==> src/rtl/bp_pkg.sv <==
// Shared branch-predictor definitions used by the predictor table RAMs.
package bp_pkg;
    typedef enum logic [0:0] {
        CLEAR = 1'b0,
        READY = 1'b1
    } ram_state_e;
endpackage

==> src/rtl/sdp_ram_core.sv <==
// Reset-free simple-dual-port storage: one write port and one registered read port,
// kept free of resets so it maps onto block RAM.
module sdp_ram_core #(
    parameter int DEPTH = 512,
    parameter int AW    = 9,
    parameter int DW    = 2
) (
    input  logic          i_clk,
    input  logic          i_we,
    input  logic [AW-1:0] i_waddr,
    input  logic [DW-1:0] i_wdata,
    input  logic          i_re,
    input  logic [AW-1:0] i_raddr,
    output logic [DW-1:0] o_rdata
);
    logic [DW-1:0] r_mem [DEPTH];
    logic [DW-1:0] r_rdata;

    // Read and write share one process so a same-address access returns the old word.
    always_ff @(posedge i_clk) begin
        if (i_we) r_mem[i_waddr] <= i_wdata;
        if (i_re) r_rdata <= r_mem[i_raddr];
    end

    assign o_rdata = r_rdata;
endmodule

==> src/rtl/sdp_ram_clr.sv <==
// Predictor table RAM with a hardware clear sweep, read-valid tracking,
// optional write-to-read bypass and an optional output register.
module sdp_ram_clr
    import bp_pkg::*;
#(
    parameter int                    num_entries = 512,
    parameter int                    addr_width  = $clog2(num_entries),
    parameter int                    data_width  = 2,
    parameter logic [data_width-1:0] init_value  = '0,
    parameter bit                    bypass      = 1'b1,
    parameter bit                    out_reg     = 1'b0
) (
    input  logic                  clk,
    input  logic                  rst,
    input  logic                  clr_req,
    output logic                  ready,
    input  logic                  we,
    input  logic [addr_width-1:0] waddr,
    input  logic [data_width-1:0] wdata,
    input  logic                  re,
    input  logic [addr_width-1:0] raddr,
    output logic [data_width-1:0] q,
    output logic                  q_valid
);
    localparam logic [addr_width-1:0] LAST = addr_width'(num_entries - 1);

    ram_state_e            r_state;
    logic [addr_width-1:0] r_cnt;
    logic                  r_vld1;
    logic                  r_byp_hit;
    logic [data_width-1:0] r_byp_data;

    logic                  w_clearing;
    logic                  w_rd;
    logic                  w_wr_user;
    logic                  w_core_we;
    logic [addr_width-1:0] w_core_waddr;
    logic [data_width-1:0] w_core_wdata;
    logic [data_width-1:0] w_rdata;
    logic [data_width-1:0] w_s1_data;

    assign w_clearing = (r_state == CLEAR);
    assign w_rd       = ~w_clearing & re;
    assign w_wr_user  = ~w_clearing & we;
    assign ready      = (r_state == READY);

    // The sweep owns the write port while clearing; user traffic is dropped, not queued.
    assign w_core_we    = w_clearing | w_wr_user;
    assign w_core_waddr = w_clearing ? r_cnt : waddr;
    assign w_core_wdata = w_clearing ? init_value : wdata;

    always_ff @(posedge clk or posedge rst) begin
        if (rst) begin
            r_state <= CLEAR;
            r_cnt   <= '0;
        end else begin
            case (r_state)
                CLEAR: begin
                    if (r_cnt == LAST) r_state <= READY;
                    else               r_cnt   <= r_cnt + 1'b1;
                end
                default: begin
                    if (clr_req) begin
                        r_state <= CLEAR;
                        r_cnt   <= '0;
                    end
                end
            endcase
        end
    end

    sdp_ram_core #(
        .DEPTH (num_entries),
        .AW    (addr_width),
        .DW    (data_width)
    ) u_core (
        .i_clk   (clk),
        .i_we    (w_core_we),
        .i_waddr (w_core_waddr),
        .i_wdata (w_core_wdata),
        .i_re    (w_rd),
        .i_raddr (raddr),
        .o_rdata (w_rdata)
    );

    // Collision is captured alongside the read so the forwarded word lines up with o_rdata.
    always_ff @(posedge clk or posedge rst) begin
        if (rst) begin
            r_vld1     <= 1'b0;
            r_byp_hit  <= 1'b0;
            r_byp_data <= '0;
        end else begin
            r_vld1 <= w_rd;
            if (w_rd) begin
                r_byp_hit  <= bypass && w_wr_user && (waddr == raddr);
                r_byp_data <= wdata;
            end
        end
    end

    assign w_s1_data = r_byp_hit ? r_byp_data : w_rdata;

    generate
        if (out_reg) begin : g_oreg
            logic [data_width-1:0] r_q;
            logic                  r_qv;

            always_ff @(posedge clk or posedge rst) begin
                if (rst) begin
                    r_q  <= '0;
                    r_qv <= 1'b0;
                end else begin
                    r_qv <= r_vld1;
                    if (r_vld1) r_q <= w_s1_data;
                end
            end

            assign q       = r_q;
            assign q_valid = r_qv;
        end else begin : g_noreg
            // The core output cannot be reset, so q reads as zero until the first read lands.
            logic r_have;

            always_ff @(posedge clk or posedge rst) begin
                if (rst)       r_have <= 1'b0;
                else if (w_rd) r_have <= 1'b1;
            end

            assign q       = r_have ? w_s1_data : '0;
            assign q_valid = r_vld1;
        end
    endgenerate
endmodule

==> config.mk <==
export PLATFORM = sky130hd
export DESIGN_NAME = sdp_ram_clr
export DESIGN_NICKNAME = d
export VERILOG_FILES = /design/src/rtl/bp_pkg.sv /design/src/rtl/sdp_ram_core.sv /design/src/rtl/sdp_ram_clr.sv
export SDC_FILE = /design/constraint.sdc
export NUM_CORES = 1
export LEC_CHECK = 0
export ABC_AREA = 1
export BUFFER_PORTS_ARGS = -buffer_cell sky130_fd_sc_hd__clkbuf_2
export CORE_MARGIN = 4
export CORE_UTILIZATION = 45
export CTS_BUF_LIST = sky130_fd_sc_hd__clkbuf_16
export DETAILED_ROUTE_END_ITERATION = 12
export PLACE_DENSITY = 0.58
export SYNTH_ARGS = -nofsm -noshare
export SYNTH_HDL_FRONTEND = slang
export SYNTH_SLANG_ARGS = --single-unit
==> constraint.sdc <==
create_clock -name clk -period 8.8 [get_ports clk]
set_input_delay 1.32 -clock clk [delete_from_list [all_inputs] [get_ports clk]]
set_output_delay 1.32 -clock clk [all_outputs]
set_load 0.02 [all_outputs]
==> impl_metrics.py <==
metrics = {
    "status": {
        "status": "completed",
    },
    "pwr": {
        "comb_power_share_pct": 11.4,
        "p_int_mw": 8.55,
        "pwr-share-clk_pct": 40.5,
        "switchingPower_mw": 2.98,
        "p_seq_share_pct": 48.1,
        "switching_share_pct": 25.9,
        "power_density_nw_per_um2": 236,
        "ir_drop_mv": 0.159,
        "power_mw": 11.5,
        "p_leak_nw": 17.1,
    },
    "setup_path": {
        "regToRegEndpoint": "u_core.r_mem[345][0]",
        "cp-end-kind": "flip-flop",
        "critPathLaunch": "raddr[1]",
        "reg2regPathDepth": 7,
        "worstSetupPathType": "in -> reg",
        "crit_fanout": 160,
        "reg2reg_slack_ns": 5.25,
        "setup.worst_path.start_class": "input port",
        "crit_end": "u_core.o_rdata[0]",
        "worst_ep_arrival_time_ns": 4.78,
        "cp.required_ns": 9.22,
        "r2r_start": "ready",
    },
    "layout": {
        "fillerInstances": 8933,
        "final_util_pct": 49.8,
        "fin_nets": 4031,
        "multiInputGateArea_sq_um": 11800,
        "drive_above_1_share_pct": 6.35,
        "seqCellArea_sq_um": 31200,
        "area.growth.synth_to_final_pct": 9.95,
    },
    "synth": {
        "synth.distinct_cells": 33,
        "synth_flop_cell": "edfxtp_1",
        "syn-instance-count": 4132,
        "syn_nets": 4159,
        "synth_async_sr_flop_share_pct": 1.44,
        "avgSynthCellArea_sq_um": 10.8,
        "synth_edf_count": 1026,
        "ys_seq_elements": 1041,
        "syn_area_sq_um": 44500,
        "seq_area_frac_synth_pct": 70.1,
        "yosys_warnings": 0,
    },
    "clock_tree": {
        "numClockSinks": 1041,
        "h-tree-depth": 3,
        "root_buffer": "clkbuf_16",
        "clk_pin_slew_ns": 0.06,
        "cts_setup_buffers": 0,
        "cts_tree": "yes",
        "cts-hold-fix-buffers": 0,
        "cts_buffers": 107,
        "clk_path_buf_depth": 3,
        "cts-resized-gates": 0,
        "clk_latency_ns": 0.67,
    },
    "grt": {
        "grt_pass1_wl_microns": 181000,
        "grt_use_total_pct": 23.1,
        "antenna_found_initial": 2,
        "grt_max_degree": 209,
        "grt_overflow": 0,
        "grt_pass1_vias": 30200,
    },
    "timing": {
        "finalHoldViolCount": 0,
        "final-setup-viol-count": 0,
        "fin_skew_ns": 0.0201,
        "grt_setup_unrepaired": "no",
        "tns_ns": 0,
        "slew-limit-headroom_pct": 19.2,
        "slew_violations": 0,
        "finalHoldWorstSlack_ns": 0.490,
        "max_freq_mhz": 229,
        "post-route-period-util_pct": 49.6,
        "fin_crit_ns": 4.36,
        "tightest_slew_ns": 1.21,
    },
    "route": {
        "ant_nets": 0,
        "drc_errors": 0,
        "dr.first_iter.drc_count": 3223,
        "firstDrtPassIters": 8,
        "post_drt_wl_per_cell_microns": 22.4,
        "wl_microns": 120000,
        "via_count": 30300,
        "viasPerCell": 5.62,
    },
    "run": {
        "drv_cap": 0,
    },
    "floorplan": {
        "rows": 115,
        "die_height_microns": 322,
        "start_util_pct": 45.3,
        "dieArea_sq_um": 104000,
        "fp.dieW_microns": 322,
        "core_sq_um": 98300,
        "io_pins": 29,
    },
    "placement": {
        "dp_hpwl_microns": 61000,
        "port_buffers": 28,
        "place.gp.congestion": 0.811,
    },
    "worst_hold_path": {
        "min_path_type": "reg -> reg",
        "whs_path_depth": 2,
    },
}
[Yosys cell counts, types with 7 or more instances]
cell,count,area share (%)
edfxtp_1,1026,69
buf_2,183,2.1
buf_1,27,0.23
clkbuf_1,83,0.70
dfrtp_1,15,0.84
nand3_1,1005,11
buf_4,12,0.20
nor2_1,539,4.5
o21ai_0,8,0.090
nor3_1,7,0.079
nand2_1,1147,9.7
inv_1,34,0.29
[critical path, stage by stage]
cell     delay (ns)
buf_8          0.30
inv_8          0.83
buf_4          1.02
nand3_1        0.17
nand3_1        0.13
nand3_1        0.10
nand3_1        0.14
nand3_1        0.13
nand2_1        0.11
nand2_1        0.05
nand3_1        0.16
nand2_1        0.07
nand2_1        0.06
nand2_1        0.05
[cells by family after synthesis]
family          Yosys count  synth area share [%]
compound gates           22                 0.315
fa+ha+maj                 2                0.0562
xor+xnor                  5                0.0984
simple gates           2717                  25.9
flops                  1041                  70.1
buf+inv                 345                  3.53
[cell type report]
cell class,instances,share of cell area (%)
multi-input combinational,2746,24.1
inverter,40,0.399
clock inverter,86,1.75
clock buffer,111,5.68
tap,1287,3.29
antenna,2,0.0102
timing repair buffer,68,1.01
sequential,1041,63.7
[metal layers]
metal,wire length (microns),GRT usage [%],share of wire (%)
met2,57900,39.4,48
met1,50700,30.4,42
met3,7830,3.61,6.5
met5,0,0,0
met4,3810,7.96,3.2
[layout by cell type (no fill, tap or decap), types with 3 or more instances in the layout]
master,count
buf_4,39
o21ai_1,4
bufinv_16,19
clkbuf_2,24
nand4_1,3
inv_1,54
xnor2_1,3
inv_8,3
nor3_1,7
nor2_2,6
o21ai_2,4
nor2_1,538
nand3_1,1003
clkinv_2,16
nor2_4,3
clkinv_1,24
nand2_2,14
inv_2,5
o21ai_0,8
nand2_1,1133
clkbuf_16,111
inv_6,3
dfrtp_1,15
edfxtp_1,1026
[through the flow]
stage / instances / setup WS [ns] / area (sq um)
5_1_grt: 5379 / 4.19 / 48900
6_report: 5381 / 4.44 / 48900
2_1_floorplan: 4132 / 0.629 / 44500
3_5_place_dp: 5182 / 3.75 / 45300
4_1_cts: 5379 / 4.47 / 48900
3_3_place_gp: 5182 / 3.79 / 45300
[power by group through the flow]
stage	sequential [mW]	combinational (mW)	clock (mW)
floorplan	5.67	0.710	0
global placement	5.65	1.31	0
detailed placement	5.65	1.32	0
CTS	5.54	1.32	4.74
global route	5.54	1.40	4.95
finish	5.54	1.31	4.67
[worst min-delay path by stage]
| stage | slack (ns) | to | startpoint |
|---|---|---|---|
| floorplan | 0.45 | g_noreg.r_have | g_noreg.r_have |
| global placement | 0.47 | r_byp_data[0] | r_byp_data[0] |
| detailed placement | 0.48 | r_byp_data[0] | r_byp_data[0] |
| CTS | 0.49 | r_byp_data[0] | r_byp_data[0] |
| global route | 0.53 | g_noreg.r_have | g_noreg.r_have |
| finish | 0.49 | r_byp_data[0] | r_byp_data[0] |
[sequential cells by signal, summed over array words and instances (netlist names)]
register,cells
q_valid,1
u_core.o_rdata,2
r_byp_hit,1
r_cnt,9
u_core.r_mem,1024
g_noreg.r_have,1
r_byp_data,2
ready,1
(Power assumes the default switching activity.)
